`src/rtl/ret_pred_check.sv`:
```
// ret_pred_check: checks return-address predictions against resolved jr targets.
// Predictions queue in order. Each resolution compares against the oldest entry.
// A mismatch redirects fetch and drops every younger, wrong-path prediction.
module ret_pred_check #(
    parameter int PC_WIDTH = 32,
    parameter int QSIZE    = 2
) (
    input  logic                clk,
    input  logic                rst_b,
    input  logic                pred_valid,
    input  logic [PC_WIDTH-1:0] pred_addr,
    input  logic                res_valid,
    input  logic [PC_WIDTH-1:0] res_target,
    input  logic                flush,
    output logic                pred_ready,
    output logic                empty,
    output logic                full,
    output logic                mispredict,
    output logic [PC_WIDTH-1:0] redirect_pc,
    output logic                res_err,
    output logic [15:0]         hit_cnt,
    output logic [15:0]         miss_cnt
);

    localparam int         DEPTH   = 2 ** QSIZE;
    localparam logic [QSIZE:0] DEPTH_C = (QSIZE+1)'(DEPTH);

    logic [PC_WIDTH-1:0] mem [DEPTH];
    logic [QSIZE-1:0]    rd_ptr, wr_ptr;
    logic [QSIZE:0]      occ;

    logic                has_res, hit, kill, push, pop;

    assign empty      = (occ == '0);
    assign full       = (occ == DEPTH_C);
    assign pred_ready = ~full;

    // A resolution only compares against a real queued entry. There is no
    // bypass from a same-cycle prediction.
    assign has_res = res_valid & ~empty;
    assign hit     = has_res & (mem[rd_ptr] == res_target);
    assign kill    = has_res & ~hit;
    assign push    = pred_valid & ~full & ~flush & ~kill;
    assign pop     = has_res & ~flush;

    // Prediction storage: written on push only, never reset (reads are gated by occ)
    always_ff @(posedge clk) begin
        if (push) mem[wr_ptr] <= pred_addr;
    end

    // Queue pointers and occupancy; flush or a mismatch empties the queue
    always_ff @(posedge clk or negedge rst_b) begin
        if (!rst_b) begin
            rd_ptr <= '0;
            wr_ptr <= '0;
            occ    <= '0;
        end else if (flush || kill) begin
            rd_ptr <= '0;
            wr_ptr <= '0;
            occ    <= '0;
        end else begin
            if (push) wr_ptr <= wr_ptr + QSIZE'(1);
            if (pop)  rd_ptr <= rd_ptr + QSIZE'(1);
            case ({push, pop})
                2'b10:   occ <= occ + (QSIZE+1)'(1);
                2'b01:   occ <= occ - (QSIZE+1)'(1);
                default: occ <= occ;
            endcase
        end
    end

    // Registered resolution outcome: one-cycle pulses; redirect_pc holds its value
    always_ff @(posedge clk or negedge rst_b) begin
        if (!rst_b) begin
            mispredict  <= 1'b0;
            res_err     <= 1'b0;
            redirect_pc <= '0;
        end else begin
            mispredict <= kill & ~flush;
            res_err    <= res_valid & empty & ~flush;
            if (kill && !flush) redirect_pc <= res_target;
        end
    end

    // Saturating hit/miss statistics, frozen during flush
    always_ff @(posedge clk or negedge rst_b) begin
        if (!rst_b) begin
            hit_cnt  <= '0;
            miss_cnt <= '0;
        end else if (!flush) begin
            if (hit  && hit_cnt  != 16'hFFFF) hit_cnt  <= hit_cnt  + 16'd1;
            if (kill && miss_cnt != 16'hFFFF) miss_cnt <= miss_cnt + 16'd1;
        end
    end

endmodule

```
`config.mk`:
```
export PLATFORM = sky130hd
export DESIGN_NAME = ret_pred_check
export DESIGN_NICKNAME = d
export VERILOG_FILES = /design/src/rtl/ret_pred_check.sv
export SDC_FILE = /design/constraint.sdc
export NUM_CORES = 1
export LEC_CHECK = 0
export ABC_AREA = 1
export CELL_PAD_IN_SITES_DETAIL_PLACEMENT = 0
export CELL_PAD_IN_SITES_GLOBAL_PLACEMENT = 1
export CORE_ASPECT_RATIO = 1.75
export CORE_MARGIN = 5
export CORE_UTILIZATION = 42
export CTS_CLUSTER_DIAMETER = 200
export DETAILED_ROUTE_END_ITERATION = 8
export PLACE_DENSITY = 0.86
export SETUP_SLACK_MARGIN = 0.15
export SLEW_MARGIN = 25
export SYNTH_ARGS = -nofsm -noshare
export SYNTH_HDL_FRONTEND = slang
export SYNTH_SLANG_ARGS = --single-unit
```
`constraint.sdc`:
```
create_clock -name clk -period 5.3 [get_ports clk]
set_input_delay 1.06 -clock clk [delete_from_list [all_inputs] [get_ports clk]]
set_output_delay 1.06 -clock clk [all_outputs]
set_load 0.005 [all_outputs]
```
* After elaboration in Yosys (flattened, before gate mapping)
Memory sizes are Yosys's and may differ from the RTL's.
Cells that the tools add are included.
** Operators by class
- $add $sub $neg :: 6
- Eq/ne operators :: 6
- Mux-type cells :: 8
- Bitwise operators :: 15
- Reductions and logical operators :: 11
** Operator list (number)
- adder 16 x 1 -> 16 bit, second input constant :: 2
- equality test 32 bit :: 1
- inequality test 16 bit, second input constant :: 2
- bitwise AND 1 bit :: 10
- two-way mux 2 bit :: 4
- one-hot mux 3 bit (2 select lines) :: 1
- inverter 1 bit :: 5
- adder 2 x 1 -> 2 bit, second input constant :: 2
- AND reduction 2 bit :: 2
- nonzero test 2 bit :: 2
- adder 3 x 1 -> 3 bit, second input constant :: 1
- equality test 3 bit, second input constant :: 1
- logical AND 1 bit :: 3
- logical NOT 3 bit :: 1
- two-way mux 3 bit :: 1
- nonzero test 3 bit :: 1
- subtractor 3 x 1 -> 3 bit, second input constant :: 1
- equality test 2 x 1 -> 1 bit, second input constant :: 1
- equality test 2 bit, second input constant :: 1
- two-way mux 1 bit :: 2
- logical NOT 1 bit :: 1
- logical OR 1 bit :: 1
** Word-level totals
- Bits in registers :: 73
- Bits in writable memories :: 128
- Input bits :: 69
- Output and inout bits :: 69
- Word-level logic and storage cells :: 55
- Memories :: 1
** Memories
- mem :: words 4, bits a word 32, read ports 1, clocked after Yosys merged registers in 0, write ports 1, line 28 : logic [PC_WIDTH-1:0] mem [DEPTH];

* Logic depth before layout (Yosys ltp)
Gate-level depths: netlist of run 1.
- Word-level depth :: 11
- Mapped depth :: 24
- Mapped depth without buffers :: 23

* Worst setup path before layout of run 1
Ideal clock, no wire load.
- Path kind :: input to register
- Start point :: input port res_target[25]
- End point :: memory mem[0][0], enable pin
- Arrival :: 3.195 ns
- Data required time :: 4.879 ns
- Slack :: 1.684 ns
- Stages on the path :: 12
- Path buffers :: 0
- Path through :: inv_1 -> nand3_1 -> nand2_1 -> inv_1 -> nand2_1 -> nor2_1 -> nand2_1 -> nor2_2 -> nand2_2 -> nand2_4 -> nand2_2 -> nor2_1
** Between the ends
- Word-level cells in the longest chain between the ends :: 8
** Ends and longest elaborated chain
- from (decl) :: line 13 : input logic [PC_WIDTH-1:0] res_target,
- equality test 32 bit :: line 41 : assign hit = has_res & (mem[rd_ptr] == res_target);
- bitwise AND 1 bit :: line 41
- inverter 1 bit :: line 42 : assign kill = has_res & ~hit;
- bitwise AND 1 bit :: line 42
- inverter 1 bit :: line 43 : assign push = pred_valid & ~full & ~flush & ~kill;
- bitwise AND 1 bit :: line 43
- two-way mux 1 bit :: line 48 : if (push) mem[wr_ptr] <= pred_addr;
- two-way mux 1 bit (not written as such) :: line 48
- to (decl) :: line 28
Every way passes these cells.

* Final worst setup path of run 1
- Start point :: register rd_ptr[0]
- End point :: memory mem[1][9], enable pin
** Between the ends
- Word-level cells in the longest chain between the ends :: 9
** Ends and longest elaborated chain
- from (decl) :: line 29 : logic [QSIZE-1:0] rd_ptr, wr_ptr;
- from (signal assigned) :: line 63 : if (pop) rd_ptr <= rd_ptr + QSIZE'(1);
- memory (4 x 32 bit)
- equality test 32 bit :: line 41
- bitwise AND 1 bit :: line 41
- inverter 1 bit :: line 42
- bitwise AND 1 bit :: line 42
- inverter 1 bit :: line 43
- bitwise AND 1 bit :: line 43
- two-way mux 1 bit :: line 48
- two-way mux 1 bit (not written as such) :: line 48
Every way passes these cells.

==> results of run 1 <==
[kinds of logic (layout without fill, tap and decap cells)]
kind of cell,after synthesis,in the layout
buffers and inverters,105,261
DFF,201,201
xor gates and xnor gates,32,32
AOI/OAI and AO/OA,50,50
and+or+nand+nor,522,522
adders and majority gates,7,7
[final timing paths]
check / from / endpoint / cells past startpoint
min: redirect_pc[19] / redirect_pc[19] / 2
max in group asynchronous: rst_b / rd_ptr[0] / 2
max reg2reg: rd_ptr[0] / mem[1][9] / 15
min in group asynchronous: rst_b / redirect_pc[26] / 1
min reg2reg: redirect_pc[19] / redirect_pc[19] / 2
max: rd_ptr[0] / mem[1][9] / 15
[tightest hold or removal path: stages (launching register included)]
cell and delay [ns]:
dfrtp_1 0.34, o21ai_0 0.08, nand2_1 0.06
[area by class of cell]
type	instances	area [µm²]
clock buffers	25	551
clock inverters	11	194
fillers	1894	9650
inverters	74	278
multi-input cells	611	2890
flip-flops and latches	201	5670
well taps	252	315
repair buffers	151	1470
[power breakdown]
| group | internal, mW | switching (mW) |
|---|---|---|
| registers | 1.90 | 0.137 |
| logic | 0.537 | 0.575 |
| clock network | 0.986 | 0.600 |
[synthesized netlist by cell type]
library cell  instances
inv_2                 3
buf_6                 4
nor3b_1               1
nor4_4                1
nand2_1             302
a21oi_1              29
buf_2                22
nand4_1              10
inv_1                71
clkbuf_1              3
dfrtp_1              73
or2_2                 1
and3_1                1
nor2_2                3
nor3_1               12
xor2_1               25
nor2_1               63
edfxtp_1            128
xnor2_1               7
fa_1                  1
nand2_4               1
nand2_2               2
ha_1                  6
nor4_1                4
o21ai_1              11
nand3_1             113
o21ai_0              10
nor3_2                1
nand3b_1              7
buf_4                 2
[layer usage]
layer,share of wire,routed length [µm],global-route usage,vias up
met5,0,0,0,-
met4,0.024,556,0.0543,0
met3,0.038,873,0.0216,29
met2,0.55,12500,0.358,145
met1,0.39,8840,0.215,3189
li1,-,-,-,3312
[sequential cells by signal, summed over array words and instances (netlist names)]
name and flops:
mem 128, redirect_pc 32, hit_cnt 16, miss_cnt 16
occ 3, rd_ptr 2, wr_ptr 2, mispredict 1
res_err 1
[placed cells by master (no fill, tap or decap), types with 2 or more instances in the layout]
cell,count
a21oi_1,29
buf_4,15
bufinv_16,5
clkbuf_1,3
clkbuf_16,21
clkdlybuf4s50_1,136
clkinvlp_4,4
dfrtp_1,72
edfxtp_1,128
ha_1,6
inv_1,71
inv_2,3
nand2_1,302
nand2_2,2
nand3_1,113
nand3b_1,7
nand4_1,10
nor2_1,59
nor2_2,2
nor2_4,5
nor3_1,12
nor4_1,4
o21ai_0,10
o21ai_1,11
xnor2_1,7
xor2_1,25
[per-stage QoR]
stage	utilization	area [µm²]	total power [mW]
finish	0.541	11400	4.74
global route	0.541	11400	4.98
CTS	0.541	11400	4.78
global placement	0.506	10600	3.18
floorplan	-	8980	2.59
detailed placement	0.506	10600	3.20
==> results.json, run 1 <==
{
  "critPathKind": "flop to flop",
  "cp-end-kind": "flop",
  "yosys.area.top_type": "edfxtp_1",
  "start_kind": "flop",
  "core_um2": 21000,
  "synth_adder_area_share": 0.0106,
  "crit_path_max_fanout": 24,
  "place_ws_ns": 1.04,
  "antennaDiodeCount": 0,
  "holdWs_ns": 0.504,
  "synth-compound-area-share": 0.0279,
  "ant_nets": 0,
  "slew_viol_final": 0,
  "place_inst": 1289,
  "min_period_over_period": 0.741,
  "grt_pass1_wl_um": 36000,
  "final-hold-violation-count": 0,
  "drc": 0,
  "rsz0062_at_grt": "false",
  "synth_xor_area_frac": 0.0312,
  "fmax_mhz": 255,
  "critPathMostFrequentCell": "nand2_1",
  "clockBufferDepth": 3,
  "drt-vias-per-instance": 5.04,
  "finalCriticalPeriod_ns": 3.93,
  "cts_root_buffer": "clkbuf_16",
  "portBuffers": 137,
  "drt_iter0_markers": 435,
  "synth-simple-area-share": 0.248,
  "cp.arrival_ns": 4.12,
  "cp_cell_sequence": "inv_2 > buf_4 > nand2_1 > nand3_1 > nand3_1 > nand2_1 > nand2_1 > nor2_1 > nand2_1 > nor2_2 > nand2_2 > nand2_4 > nand2_2 > nor2_4 > buf_4",
  "die_x_um": 121,
  "clock-sinks": 201,
  "leakagePower_nw": 4.67,
  "cp_top_family": "simple AND/OR/NAND/NOR gates",
  "post-cts-setup-buffer-count": 0,
  "yosys.area.top_type_share": 0.428,
  "routed_wl_um": 22800,
  "yosysWarnings": 0,
  "skew_ns": 0.0148,
  "worst_ep_required_time_ns": 5.49,
  "cts.clk_slew.worst_paths_ns": 0.06,
  "power_density_nw_per_um2": 416,
  "synthTopCellsByArea": "edfxtp_1 43%, dfrtp_1 20%, nand2_1 13%",
  "cts_buffers": 20,
  "crit_slowest_cell": "nor2_4",
  "grt_max_degree": 65,
  "syn-cell-area_um2": 8980,
  "synthMuxAreaShare": 0,
  "tns_ns": 0,
  "wire_per_inst_um": 17.2,
  "synthCells": 917,
  "ir_worst_vdd_mv": 0.308,
  "die-area_um2": 24500,
  "synth_top_family_by_area": "simple AND/OR/NAND/NOR gates",
  "maxSlewHeadroom": 0.515,
  "drive_above_1_share": 0.0606,
  "layout_setup_ws_ns": 1.37,
  "vias": 6675,
  "firstDrtPassIters": 5,
  "hold_buffers": 0,
  "syn2layout_area_growth_pct": 26.6,
  "tritoncts": "yes",
  "grt_usage": 0.187,
  "htreeDepth": 1,
  "clk_latency_ns": 0.49,
  "layout.cells.non_filler": 1325,
  "die_h_um": 203,
  "critPathMaxStageDelay_ns": 0.55,
  "hold_class": "flop to flop",
  "worst_pin_slew_ns": 0.727,
  "start_util": 0.427,
  "antenna_found_initial": 0,
  "yosysSeqAreaShare": 0.631,
  "layout.nets": 1135,
  "yosys_register_bits": 201,
  "maxCapViolations": 0,
  "finalSetupViolations": 0,
  "r2r_setup_slack_ns": 1.37,
  "first_global_vias": 6753,
  "cts_resized": 0,
  "post-dp-hpwl_um": 16200,
  "num_rows": 70,
  "synth.distinct_cells": 30,
  "cp_num_buf_inv": 3,
  "synth_area_per_cell_um2": 9.80,
  "overflow": 0,
  "gp_congestion": 0.882,
  "status": "finished clean",
  "io_pins": 138,
  "syn_nets": 993
}
(Power assumes the default switching activity.)
==> inputs of run 2 (changes only) <==
CORE_UTILIZATION = 38   (was 42)
PLACE_DENSITY = 0.83   (was 0.86)
clock period = 3.47 ns   (was 5.3 ns; I/O delays follow)
==> results.json, run 2 (same netlist as run 1, synthesis figures left out) <==
{
  "hold_class": "input pin to asynchronous set/reset pin",
  "maxSlewHeadroom": 0.402,
  "die_x_um": 126,
  "fill_cells": 2187,
  "critPathMostFrequentCell": "nand2_1",
  "drc": 0,
  "worst_ep_required_time_ns": 3.87,
  "cp.arrival_ns": 3.36,
  "r2r_end": "occ[2]",
  "critPathLaunch": "rd_ptr[0]",
  "layout_setup_ws_ns": 0.503,
  "antenna_found_initial": 1,
  "layout.cells.non_filler": 1393,
  "crit_slowest_cell": "dfrtp_2",
  "wire_per_inst_um": 16.9,
  "core_um2": 23300,
  "power_density_nw_per_um2": 605,
  "status": "finished clean",
  "gp_congestion": 0.789,
  "first_global_vias": 6822,
  "r2r_setup_slack_ns": 0.50,
  "maxCapViolations": 0,
  "clk_latency_ns": 0.50,
  "drt_iter0_markers": 481,
  "start_kind": "flop",
  "tns_ns": 0,
  "largest_register_ffs": 128,
  "skew_ns": 0.0114,
  "holdWs_ns": 0.284,
  "place_inst": 1353,
  "cts_root_buffer": "clkbuf_16",
  "ant_nets": 0,
  "syn2layout_area_growth_pct": 28.3,
  "routed_wl_um": 23500,
  "cts_resized": 0,
  "rr_worst_depth": 23,
  "firstDrtPassIters": 5,
  "die-area_um2": 26900,
  "tritoncts": "yes",
  "finalInstanceArea_um2": 11500,
  "final_util": 0.494,
  "clockBufferDepth": 3,
  "finalSetupViolations": 0,
  "cp_cell_sequence": "inv_4 > buf_4 > nand2_1 > nand3_1 > nand2_1 > nand2_1 > nand2_1 > nand3_1 > nor2_1 > nand2_1 > nor2_2 > nand2_2 > nand2_4 > nand2_2 > nand2_2 > fa_1 > xor2_1 > inv_1 > nand3_1 > nand2_1 > inv_1 > nand2_1 > nand2_1",
  "overflow": 0,
  "hold_buffers": 0,
  "largestRegisters": "mem: 128 flops, redirect_pc: 32 flops",
  "vias": 6819,
  "fmax_mhz": 337,
  "rsz0062_at_grt": "false",
  "min_period_over_period": 0.855,
  "leakagePower_nw": 4.71,
  "finalCriticalPeriod_ns": 2.97,
  "start_util": 0.385,
  "cts_buffers": 21,
  "layout_common_cells": "301 x nand2_1, 136 x clkdlybuf4s50_1, 128 x edfxtp_1",
  "num_rows": 74,
  "place_area_um2": 10900,
  "crit_path_max_fanout": 14,
  "critPathMaxStageDelay_ns": 0.45,
  "drt-vias-per-instance": 4.90,
  "grt_max_degree": 59,
  "endpoint": "occ[2]",
  "post-cts-setup-buffer-count": 0,
  "critPathKind": "flop to flop",
  "clock-sinks": 201,
  "ir_worst_vdd_mv": 0.404,
  "drive_above_1_share": 0.0708,
  "cts.clk_slew.worst_paths_ns": 0.06,
  "slew_viol_final": 0,
  "place_ws_ns": 0.0946,
  "portBuffers": 137,
  "post-dp-hpwl_um": 16500,
  "htreeDepth": 1,
  "io_pins": 138,
  "layout.nets": 1149,
  "final-hold-violation-count": 0,
  "worst_pin_slew_ns": 0.896,
  "grt_usage": 0.170,
  "grt_pass1_wl_um": 36300,
  "cp-end-kind": "flop",
  "regMostFlops": "mem",
  "layout_commonest_cell": "nand2_1",
  "r2r-start": "rd_ptr[0]",
  "total_power_mw": 6.97,
  "die_h_um": 213
}
[run 2: final cells by class]
cell class / count / area [µm²] / share of cell area
clock inverter: 9 / 68.8 / 0.00597
sequential: 201 / 5670 / 0.492
timing repair buffer: 163 / 1660 / 0.144
antenna: 1 / 2.50 / 0.000217
multi-input combinational: 612 / 2900 / 0.251
tap: 304 / 380 / 0.0330
clock buffer: 29 / 566 / 0.0490
inverter: 74 / 280 / 0.0243
[run 2: worst min-delay path by stage]
stage | endpoint | start | depth (start not counted)
floorplan | hit_cnt[0] | rst_b | 0
global placement | redirect_pc[7] | redirect_pc[7] | 2
detailed placement | redirect_pc[7] | redirect_pc[7] | 2
CTS | miss_cnt[1] | rst_b | 1
global route | miss_cnt[1] | rst_b | 1
finish | miss_cnt[1] | rst_b | 1
[run 2: power breakdown]
group	internal (mW)	switching [mW]	total (mW)
clock network	1.16	0.922	2.08
logic	0.864	0.908	1.77
registers	2.90	0.216	3.12
[run 2: layer usage]
layer	track usage	up-vias	routed length, µm
met5	0	-	0
met4	0.0496	0	444
met3	0.0232	29	1040
met2	0.341	181	13400
met1	0.184	3267	8620
li1	-	3342	-
[run 2: worst max-delay path, delay by kind of cell (launching register included)]
family / cells / cell delay [ns]
XOR/XNOR: 1 / 0.16
adder cells (fa/ha/maj): 1 / 0.39
buffers and inverters: 4 / 0.43
flip-flops: 1 / 0.45
AND/OR/NAND/NOR: 17 / 1.42
==> RTL edit 1 (config.mk and constraints of run 2) <==
The parameter `PC_WIDTH` goes from 32 to 40.
--- a/src/rtl/ret_pred_check.sv
+++ b/src/rtl/ret_pred_check.sv
@@ -2,7 +2,7 @@
 // Predictions queue in order. Each resolution compares against the oldest entry.
 // A mismatch redirects fetch and drops every younger, wrong-path prediction.
 module ret_pred_check #(
-    parameter int PC_WIDTH = 32,
+    parameter int PC_WIDTH = 40,
     parameter int QSIZE    = 2
 ) (
     input  logic                clk,
Interface: changed (resized pred_addr, redirect_pc and res_target); port bits go from 138 to 162. The function was not compared with the original's and may differ.
==> RTL edit 1 against run 2 <==
Largest power group unchanged; worst setup slack lost 0.089 ns; sequential cell count grew 40; design area grew 17%; wire length grew 15%; highest routed layer is now met5; global-route usage is essentially flat; area after synthesis grew 18%; total power grew 9.5%; maximum frequency shrank 2.9%; cell count grew 17%.
==> RTL edit 1: results (changes against run 2) <==
| Metric | Value |
|---|---|
| Avg Inst Size Synth | 9.97 um^2 (+1.7%) |
| Placed insts | 1585 (+17%) |
| Highest metal used | met5 |
| Wire length on met2 | 15100 um (+13%) |
| DR WL/cell | 16.7 um (-1.2%) |
| Signal buf overhead | 14.1% (-0.37 points) |
| Starting DRT DRC Count | 416 (-14%) |
| Relative slew slack | 46.5% (+6.4 points) |
| Result of the run | finished, final reports clean |
| Signal inverters | 76 (+2.7%) |
| Layout Utilization | 48.7% (-0.68 points) |
| Ys async rst share | 33.6% (-2.7 points) |
| Via Count | 7775 (+14%) |
| Adder-Cell Fraction of Synth Area | 0.894% (-0.16 points) |
| Layout clock buffers | 27 (-6.9%) |
| Worst Path Max Fanout | 58 (+44) |
| Crit path largest cell delay | 0.43 ns (-0.02 ns) |
| Multi-input gate area | 3320 um^2 (+15%) |
| Final setup skew | 0.0110 ns (-0.000306 ns) |
| Register area share after synthesis | 64.2% (+1.1 points) |
| Full die area | 31600 um^2 (+17%) |
| Critical path data arrival time | 3.45 ns (+0.09 ns) |
| Fin crit share | 88.1% (+2.6 points) |
| Final Wtd Congestion | 0.836 (+6.0%) |
| Met1 WL | 10100 um (+17%) |
| PortBufs | 161 (+18%) |
| Comb_multi_in | 710 (+16%) |
| Pre-CTS setup slack | 0.301 ns (+0.206 ns) |
| Hpwl dp | 18800 um (+14%) |
| Dpl cell area | 12800 um^2 (+18%) |
| R2R cell count | 18 (-22%) |
| Synth cell count leaders | nand2_1, edfxtp_1, nand3_1 |
| EDFF count, synth | 160 (+25%) |
| Syn_nets | 1159 (+17%) |
| CTS sink cnt | 241 (+20%) |
| Sw frac | 25.5% (-3.9 points) |
| Vias in the first global route | 7496 (+9.9%) |
| Gr usage total | 17.1% (+0.042 points) |
| Nets@finish | 1328 (+16%) |
| Initial antenna violation count | 3 (+2) |
| Count of different cell masters after synthesis | 27 (-10%) |
| Post-Synth XOR/XNOR Area | 3.21% (+0.092 points) |
| First-pass GRT wire length | 41700 um (+15%) |
| Compound-Gate Fraction of Synth Area | 3.11% (+0.32 points) |
| N_diodes | 2 (+1) |
| Clock-cell share | 5.33% (-0.17 points) |
## RTL edit 1: worst register-to-register path, stage by stage (launching register included)
cell,delay [ns]
dfrtp_2,0.43
inv_2,0.08
buf_4,0.39
nand2_1,0.10
nand3_1,0.11
nand2_1,0.06
nand2_1,0.05
nand2_1,0.05
nand2_1,0.11
nor2_1,0.07
nand2_1,0.08
nor2_1,0.08
nand3_1,0.15
nand2_2,0.08
buf_4,0.18
nor2_4,0.28
buf_12,0.33
nand3b_1,0.15
xor2_1,0.16
## RTL edit 1: power by group through the flow
stage,clock [uW],sequential [uW],combinational [uW]
2_1_floorplan,0,3710,556
3_3_place_gp,0,3730,1520
3_5_place_dp,0,3740,1540
4_1_cts,2520,3680,1540
5_1_grt,2620,3720,1660
6_report,2440,3680,1520
## RTL edit 1: metal layers
layer,vias up,GRT usage (%)
li1,3864,-
met1,3699,19.4
met2,171,32.4
met3,39,2.39
met4,2,5.39
met5,-,0
==> RTL edit 2 (config.mk and constraints of run 2) <==
Without the edit above. Register the input `res_target` before use. The logic sees it one clock later. The other inputs are not delayed to match.
--- a/src/rtl/ret_pred_check.sv
+++ b/src/rtl/ret_pred_check.sv
@@ -25,6 +25,12 @@
     localparam int         DEPTH   = 2 ** QSIZE;
     localparam logic [QSIZE:0] DEPTH_C = (QSIZE+1)'(DEPTH);
 
+    logic [PC_WIDTH-1:0] res_target_q;
+
+    always_ff @(posedge clk) begin
+        res_target_q <= res_target;
+    end
+
     logic [PC_WIDTH-1:0] mem [DEPTH];
     logic [QSIZE-1:0]    rd_ptr, wr_ptr;
     logic [QSIZE:0]      occ;
@@ -38,7 +44,7 @@
     // A resolution only compares against a real queued entry. There is no
     // bypass from a same-cycle prediction.
     assign has_res = res_valid & ~empty;
-    assign hit     = has_res & (mem[rd_ptr] == res_target);
+    assign hit     = has_res & (mem[rd_ptr] == res_target_q);
     assign kill    = has_res & ~hit;
     assign push    = pred_valid & ~full & ~flush & ~kill;
     assign pop     = has_res & ~flush;
@@ -78,7 +84,7 @@
         end else begin
             mispredict <= kill & ~flush;
             res_err    <= res_valid & empty & ~flush;
-            if (kill && !flush) redirect_pc <= res_target;
+            if (kill && !flush) redirect_pc <= res_target_q;
         end
     end
 
Behaviour: not the same (a bounded check fails within 4 cycles, from zero or initial values and one cycle with rst_b low).
==> RTL edit 2 against run 2 <==
Clock power rose by 14%; synthesized cell count rose by 5.1%; non-clock buffer count fell by 7; worst hold slack got worse by 0.18 ns; design area rose by 5.8%; sequential share of layout area rose by 2.6 points; sequential cell count rose by 32; area after synthesis rose by 7.8%; wire length rose by 0.60%; total power rose by 0.23%; core utilization fell by 1.1 points; largest cell class unchanged; worst setup slack got worse by 0.055 ns; combinational power fell by 33%.
==> RTL edit 2: results (changes against run 2) <==
| Metric | Value |
|---|---|
| Maximum VDD drop | 0.000293 V (-28%) |
| Placed insts | 1405 (+3.8%) |
| Top post-synthesis cells by area | edfxtp_1, dfrtp_1, nand2_1, dfxtp_1, nand3_1 |
| Starting DRT DRC Count | 348 (-28%) |
| Synth cell count leaders | nand2_1, edfxtp_1, nand3_1 |
| Crit path largest cell delay | 0.60 ns (+0.15 ns) |
| Drt via density | 4.83 (-1.3%) |
| Internal | 5200 uW (+5.6%) |
| Result of the run | finished, final reports clean |
| Total detailed-routing wirelength | 23600 um (+0.60%) |
| Pre-CTS setup slack | 0.387 ns (+0.292 ns) |
| Crit-path slowest cell | nor2_8 |
| Leakage | 0.00502 uW (+6.5%) |
| First-pass GRT wire length | 37300 um (+2.7%) |
| Initial antenna violation count | 5 (+4) |
| Nets@finish | 1191 (+3.7%) |
| Share of cells above drive strength 1 | 6.35% (-0.72 points) |
| Regs by FF count | mem (128), redirect_pc (32), res_target_q (32) |
| Final Wtd Congestion | 0.827 (+4.9%) |
| CTS Buf Count | 24 (+14%) |
| Dpl cell area | 11500 um^2 (+5.5%) |
| Worst Path Max Fanout | 61 (+47) |
| Final Instance Count excl. Fillers | 1453 (+4.3%) |
| Hpwl dp | 16500 um (about the same) |
| Largest net degree at the start of global routing | 66 (+12%) |
RTL edit 2: metrics by stage:
stage          hold WS (ns)  total power [uW]  util, %
3_3_place_gp          0.454              4670     45.3
3_5_place_dp          0.457              4700     45.4
2_1_floorplan         0.398              3920        -
5_1_grt               0.135              7340     48.3
6_report              0.107              6990     48.3
4_1_cts               0.110              7090     48.3
RTL edit 2: final timing paths:
kind                            startpoint        endpoint  slack [ns]  depth (start not counted)
max                              rd_ptr[1]    miss_cnt[12]        0.45                         14
min                                  rst_b     miss_cnt[8]        0.11                          1
max reg2reg                      rd_ptr[1]    miss_cnt[12]        0.45                         14
min reg2reg                res_target_q[4]  redirect_pc[4]        0.47                          2
max in group asynchronous            rst_b       rd_ptr[0]        2.75                          2
min in group clk           res_target_q[4]  redirect_pc[4]        0.47                          2
RTL edit 2: cells by family (layout without fill, tap and decap cells):
family,count (synthesis),after routing,synth area share [%]
AND/OR/NAND/NOR,545,545,23.9
flip-flops,233,233,65.2
buffers and inverters,105,274,5.06
AO/OA/AOI/OAI,47,47,2.49
XOR/XNOR,27,27,2.44
adder cells (fa/ha/maj),7,7,0.982
other,0,4,0
RTL edit 2: layer usage:
| layer | track usage, % | vias to the layer above | routed length [um] |
|---|---|---|---|
| li1 | - | 3480 | - |
| met1 | 18.1 | 3316 | 8670 |
| met2 | 30.8 | 186 | 13100 |
| met3 | 2.41 | 38 | 1160 |
| met4 | 6.97 | 2 | 676 |
| met5 | 0 | - | 13 |
RTL edit 2: final cells by class:
class	count	area (um^2)	area share (%)
flip-flops and latches	233	6310	51.8
inverters	74	278	2.28
multi-input cells	626	2910	23.9
diodes	4	10.0	0.0821
repair buffers	156	1570	12.9
well taps	316	395	3.24
clock inverters	11	72.6	0.595
clock buffers	33	644	5.28
RTL edit 2: worst reg2reg max path, stage by stage, from the launching register on:
cell      delay (ns)
dfrtp_1         0.36
buf_4           0.42
nand3_1         0.17
nand3_1         0.10
nand2_1         0.07
nand2_1         0.15
nor2_1          0.08
nand2_1         0.09
nor2_1          0.06
nand2_2         0.13
nand2_2         0.08
buf_4           0.19
nor2_8          0.61
nand3b_1        0.22
xor2_1          0.18
RTL edit 2: power groups by stage:
stage | clock network [uW] | logic [uW] | registers [uW]
final | 2370 | 1190 | 3430
after CTS | 2430 | 1220 | 3440
after global placement | 0 | 1180 | 3490
after global routing | 2550 | 1330 | 3460
after detailed placement | 0 | 1210 | 3490
after floorplan | 0 | 465 | 3450
